==> src/rtl/fetch_sequencer.sv <==
// Next-PC sequencer for the LEGv8 fetch stage.
// Owns fetch_pc, arbitrates redirects and drives the IF/ID flush.
module fetch_sequencer #(
  parameter int              ADDR_W       = 64,
  parameter logic [ADDR_W-1:0] RESET_PC   = '0,
  parameter int              FLUSH_CYCLES = 2
) (
  input  logic              clock,
  input  logic              reset,
  input  logic              stall,
  input  logic              br_taken,
  input  logic [ADDR_W-1:0] br_target,
  input  logic              exc_req,
  input  logic [ADDR_W-1:0] exc_vector,
  input  logic              halt_req,
  input  logic              resume,
  output logic [ADDR_W-1:0] fetch_pc,
  output logic              fetch_valid,
  output logic              flush,
  output logic [1:0]        state,
  output logic [15:0]       redirect_cnt
);

  typedef enum logic [1:0] {
    RUN   = 2'b00,
    FLUSH = 2'b01,
    HALT  = 2'b10
  } state_t;

  localparam logic [3:0] FC_LOAD = 4'(FLUSH_CYCLES - 1);
  localparam logic [ADDR_W-1:0] PC_ONE = {{(ADDR_W-1){1'b0}}, 1'b1};

  state_t            st_q, st_n;
  logic [ADDR_W-1:0] pc_q, pc_n;
  logic [3:0]        fc_q, fc_n;
  logic [15:0]       rc_q, rc_n;
  logic              redir;

  // Register all sequencer state; reset discards any pending flush.
  always_ff @(posedge clock) begin
    if (reset) begin
      st_q <= RUN;
      pc_q <= RESET_PC;
      fc_q <= 4'd0;
      rc_q <= 16'd0;
    end else begin
      st_q <= st_n;
      pc_q <= pc_n;
      fc_q <= fc_n;
      rc_q <= rc_n;
    end
  end

  // Next-PC arbitration: exception, branch, halt, stall, increment.
  always_comb begin
    st_n  = st_q;
    pc_n  = pc_q;
    fc_n  = fc_q;
    redir = 1'b0;
    if (exc_req) begin
      pc_n  = exc_vector;
      st_n  = FLUSH;
      fc_n  = FC_LOAD;
      redir = 1'b1;
    end else begin
      case (st_q)
        RUN: begin
          if (br_taken) begin
            pc_n  = br_target;
            st_n  = FLUSH;
            fc_n  = FC_LOAD;
            redir = 1'b1;
          end else if (halt_req) begin
            st_n = HALT;
          end else if (!stall) begin
            pc_n = pc_q + PC_ONE;
          end
        end
        FLUSH: begin
          if (fc_q == 4'd0) st_n = RUN;
          else              fc_n = fc_q - 4'd1;
        end
        HALT: begin
          if (resume) st_n = RUN;
        end
        default: st_n = RUN;
      endcase
    end
  end

  // Redirect counter sticks at all-ones; one increment per edge max.
  always_comb begin
    rc_n = rc_q;
    if (redir && rc_q != 16'hFFFF) rc_n = rc_q + 16'd1;
  end

  assign fetch_pc     = pc_q;
  assign state        = st_q;
  assign redirect_cnt = rc_q;
  assign fetch_valid  = (st_q == RUN);
  assign flush        = (st_q == FLUSH);

endmodule

==> config.mk <==
export PLATFORM = sky130hd
export DESIGN_NAME = fetch_sequencer
export DESIGN_NICKNAME = d
export VERILOG_FILES = /design/src/rtl/fetch_sequencer.sv
export SDC_FILE = /design/constraint.sdc
export NUM_CORES = 1
export LEC_CHECK = 0
export BUFFER_PORTS_ARGS = -buffer_cell sky130_fd_sc_hd__buf_4
export CELL_PAD_IN_SITES_DETAIL_PLACEMENT = 1
export CELL_PAD_IN_SITES_GLOBAL_PLACEMENT = 2
export CORE_AREA = 8 8 152 154
export DETAILED_ROUTE_END_ITERATION = 16
export DIE_AREA = 0 0 160 162
export GPL_ROUTABILITY_DRIVEN = 0
export GPL_TIMING_DRIVEN = 1
export PLACE_DENSITY = 0.87
export SYNTH_ARGS = -nofsm -noshare
export SYNTH_HDL_FRONTEND = slang
export SYNTH_SLANG_ARGS = --single-unit
==> constraint.sdc <==
create_clock -name clock -period 5.3 [get_ports clock]
set_input_delay 0 -clock clock [delete_from_list [all_inputs] [get_ports clock]]
set_output_delay 0 -clock clock [all_outputs]
set_load 0.02 [all_outputs]
# [Word level (Yosys, flattened, before mapping)]
# Index checks and enable logic that the tools add are counted.
[classes] addsub=3 n_eq_ne=15 muxes=18 reduce_logical=12
[op_table] operator="2-to-1 mux 64 bit" count=5
[op_table] operator="adder 64 x 1 -> 64 bit, second input constant" count=1
[op_table] operator="adder 16 x 1 -> 16 bit, second input constant" count=1
[op_table] operator="inequality test 16 bit, second input constant" count=1
[op_table] operator="inequality test 3 bit, second input constant" count=5
[op_table] operator="AND reduction 3 bit" count=5
[op_table] operator="2-to-1 mux 2 bit" count=4
[op_table] operator="2-to-1 mux 4 bit" count=2
[op_table] operator="one-hot mux 4 bit (2 select lines)" count=1
[op_table] operator="inequality test 2 bit, second input constant" count=3
[op_table] operator="one-hot mux 2 bit (3 select lines)" count=1
[op_table] operator="2-to-1 mux 1 bit" count=5
[op_table] operator="logical NOT 4 bit" count=1
[op_table] operator="inequality test 4 bit, second input constant" count=1
[op_table] operator="nonzero test 2 bit" count=2
[op_table] operator="subtractor 4 x 1 -> 4 bit, second input constant" count=1
[op_table] operator="inequality test 3 x 1 -> 1 bit, second input constant" count=1
[op_table] operator="inequality test 3 x 2 -> 1 bit, second input constant" count=1
[op_table] operator="nonzero test 3 bit" count=1
[op_table] operator="equality test 2 x 1 -> 1 bit, second input constant" count=1
[op_table] operator="equality test 2 bit, second input constant" count=1
[op_table] operator="logical NOT 2 bit" count=1
[op_table] operator="inequality test 2 x 1 -> 1 bit, second input constant" count=1
[op_table] operator="OR reduction 2 bit" count=1
[op_table] operator="logical AND 1 bit" count=1
[word_totals] regBits=86 in_bits=135 output_inout_bits=84

# [Depth between registers and ports, before layout]
[depth] word_depth=6 ltp_mapped=8

# [Worst setup path after synthesis]
# No wires, ideal clock.
[synth_path] kind="flip-flop to flip-flop" from="register pc_q[37], in the netlist fetch_pc[37]" to="register pc_q[55], in the netlist fetch_pc[55]" arrival_ns=2.175 slack_ns=3.006 stages_incl_launch_ff=7 n_path_buf=1 path_cell_list="dfxtp_1 > nand4_2 > or4_4 > buf_6 > or3_4 > o21a_1 > o31a_1"
[synth_between] elab_chain_cells=6
[synth_lines] item="start: declaration" line="34" rtl="logic [ADDR_W-1:0] pc_q, pc_n;"
[synth_lines] item="start signal: assignment" line="48" rtl="pc_q <= pc_n;"
[synth_lines] item="adder 64 x 1 -> 64 bit" line="76" rtl="pc_n = pc_q + PC_ONE;"
[synth_lines] item="2-to-1 mux 64 bit" line="75" rtl="end else if (!stall) begin"
[synth_lines] item="2-to-1 mux 64 bit" line="73" rtl="end else if (halt_req) begin"
[synth_lines] item="2-to-1 mux 64 bit" line="68" rtl="if (br_taken) begin"
[synth_lines] item="2-to-1 mux 64 bit" line="66" rtl="case (st_q)"
[synth_lines] item="2-to-1 mux 64 bit" line="60" rtl="if (exc_req) begin"
# Every way passes these cells. The select of a mux whose other input is x is not followed.
# A chain may end at the register's enable or synchronous reset.

# [Worst setup path in the final report]
[layout_path] from="register pc_q[0], in the netlist fetch_pc[0]" to="register pc_q[46], in the netlist fetch_pc[46]"
# Same word-level chain as after synthesis.

==> flow_metrics.tcl <==
set metrics [dict create \
    status "finished, final reports clean" \
    layout-drive-gt1-share_pct 25.0 \
    drt_iter0_drc 467 \
    end_kind "flip-flop" \
    syn_area_um2 5910 \
    syn_nets 965 \
    r2r_slack_ps 1920 \
    fin_crit_ps 3380 \
    grt_antenna_before_repair 3 \
    grt_pass1_wl_um 44900 \
    synth_edf_count 0 \
    path_cells "ha_1 > nand2_1 > nor2_1 > nand4_2 > o31a_1 > o21ai_0 > a41oi_1 > dlygate4sd3_1" \
    r2r-end "fetch_pc[46]" \
    required_ps 5540 \
    max_freq_mhz 296 \
    hold_viol_final 0 \
    tns_ps 0 \
    cap_violations 0 \
    reg2reg_from "fetch_pc[0]" \
    clk_pin_slew_ps 70 \
    fin_skew_ps 11.9 \
    rsz0062_at_grt "no" \
    finalCritPeriodShare_pct 63.8 \
    dr.pass1.iters 4 \
    fin_cells 1343 \
    max_stage_delay_ps 590 \
    final_antenna_net_count 0 \
    synth_cells 827 \
    avgViaCountPerCell 5.60 \
    crit_type "reg -> reg" \
    nNetsFinal 1200 \
    dp_hpwl_um 21000 \
    startpoint_type "flip-flop" \
    hold_path_class "in -> reg" \
    power_density_nw_per_um2 229 \
    drc_errors 0 \
    worstHoldStart "br_target[28]" \
    fin_util_pct 41.4 \
    clock_path_buffers 2 \
    synthFlopType "dfxtp_1" \
    whs_path_depth 3 \
    syn_area_per_cell_um2 7.15 \
    cts_root_buf "clkbuf_16" \
    cts_tree "done" \
    slew_violations 0 \
    initial_core_util_pct 28.6 \
    ios 219 \
    cp_data_arrival_time_ps 3620 \
    die_y_um 162 \
    cts-buffers-inserted 9 \
    ys_seq_area_share_pct 29.1 \
    final-setup-viol-count 0 \
    postCtsSetupBuffers 0 \
    met1_usage_pct 27.5 \
    relSlewSlack_pct 27.7 \
    insertion_delay_ps 360 \
    grt_pass1_vias 7742 \
    die-area_um2 25900 \
    clock_sinks 86 \
    grt_max_degree 76 \
    worst_pin_slew_ps 1080 \
    grt-ovfl-total 0 \
    h-tree-depth 3 \
    wl_um 29300 \
    ctsResizeCount 0 \
    dr_total_vias 7516 \
    fp.dieW_um 160 \
    critical_path_buf_inv_count 1 \
    area_growth_pct 44.9 \
    port_buffers 218 \
    synth.distinct_cells 68 \
    r2r_cells 8 \
    slowest_stage "dlygate4sd3_1" \
    power.static_leakage_nw 3.37 \
    use_met2_pct 36.7 \
    wl_per_cell_um 21.8 \
    grt_util_met3_pct 4.61 \
    gr-usage-all-layers_pct 21.7 \
    holdPathEnd "fetch_pc[28]" \
    critPathTopFamily "simple AND/OR/NAND/NOR gates" \
    core-area_um2 20700 \
    dp.cells 1275 \
    num-fill-cells 2641 \
    peakVddDrop_v 0.000144 \
    yosysWarnings 0 \
    cp_max_fo 9 \
    async_flop_share_pct 0 \
    finalWorstSetupSlack_ps 1920 \
    grt-busiest-layer "met2" \
    rows 53 \
    pre_cts_ws_ps 2290 \
    ys_ff_latch 86 \
]
==> per-layer routing <==
layer | vias to the layer above | part of all wire, %
met2 | 228 | 48
met4 | 4 | 1.4
li1 | 3585 | -
met5 | - | 0.079
met1 | 3668 | 44
met3 | 31 | 6.2
==> flip-flops by register name, indices dropped and copies added (netlist names) <==
name / count
fetch_pc: 64
redirect_cnt: 16
fc_q: 4
state: 2
==> cells in the final DEF, fill, tap and decap left out, drive strengths merged, types with 4 or more instances in the layout <==
cell and n:
a211oi 8, a21o 4, a21oi 71, a221oi 8, a311oi 5, a31oi 14
a32o 5, and2 4, and3 16, and4 7, buf 226, clkbuf 9
clkinv 6, dfxtp 86, dlygate4sd3 51, inv 17, mux2i 9, nand2 90
nand2b 4, nand3 56, nand4 24, nor2 87, nor3 39, nor4 22
o211ai 13, o21a 10, o21ai 55, o221ai 4, o22ai 7, o31a 8
o31ai 6, o41ai 4, or2 4, or3 22, xnor2 11, xor2 10
==> power breakdown <==
part	internal, W	switching (W)
logic	0.000236	0.000282
clock network	0.000368	0.000311
registers	0.000690	0.0000771
==> worst max path at each step <==
stage                     cells after the start          from           end  slack (ps)
final                                         8   fetch_pc[0]  fetch_pc[46]        1920
after global routing                          8   fetch_pc[0]  fetch_pc[46]        1720
after CTS                                     8   fetch_pc[0]  fetch_pc[46]        2010
after detailed placement                      6       exc_req  fetch_pc[28]        2290
after global placement                        6       exc_req  fetch_pc[28]        2290
after floorplan                               6  fetch_pc[37]  fetch_pc[55]        3010
==> through the flow <==
stage | instance area [um^2] | total power, W | hold WS (ps)
5_1_grt | 8570 | 0.00205 | 23.0
3_3_place_gp | 7750 | 0.00126 | 196
2_1_floorplan | 5910 | 0.00101 | 108
6_report | 8570 | 0.00196 | 11.3
4_1_cts | 8560 | 0.00197 | 0.182
3_5_place_dp | 7750 | 0.00127 | 201
==> what timing repair did <==
item                       CTS  global route
hold buffers                51             0
setup endpoints to repair    0             0
hold endpoints to repair    46             0
==> cells by family after synthesis <==
family,share of synthesized area (%)
and+or+nand+nor,33.7
AOI/OAI and AO/OA,26.8
DFF,29.1
buffers and inverters,4.70
xor gates and xnor gates,3.11
muxes,1.90
adders and majority gates,0.635
==> Yosys cell counts, drive strengths merged (11+ instances only) <==
master	count	share of area (%)
o211ai	13	1.7
dfxtp	86	29
nand2	90	5.8
or3	22	2.5
and3	16	1.7
clkbuf	43	2.7
o21ai	55	4.7
xnor2	11	1.6
a21oi	71	6.0
nand4	24	3.1
nor4	22	2.7
inv	17	1.1
nor3	39	3.3
a31oi	14	1.5
nand3	56	4.7
nor2	87	5.6
==> layout make-up <==
class,instances,area [um^2],share of cell area [%]
Antenna cell,1,2.50,0.0292
Clock buffer,9,225,2.63
Clock inverter,7,73.8,0.862
Inverter,18,67.6,0.789
Multi-Input combinational cell,670,3930,45.8
Sequential cell,86,1720,20.1
Tap cell,275,344,4.02
Timing Repair Buffer,277,2210,25.8
==> worst register-to-register path: stages (launching register included) <==
cell	delay, ps
dfxtp_1	520
ha_1	340
nand2_1	140
nor2_1	520
nand4_2	450
o31a_1	370
o21ai_0	190
a41oi_1	150
dlygate4sd3_1	590
(Power assumes the default switching activity.)
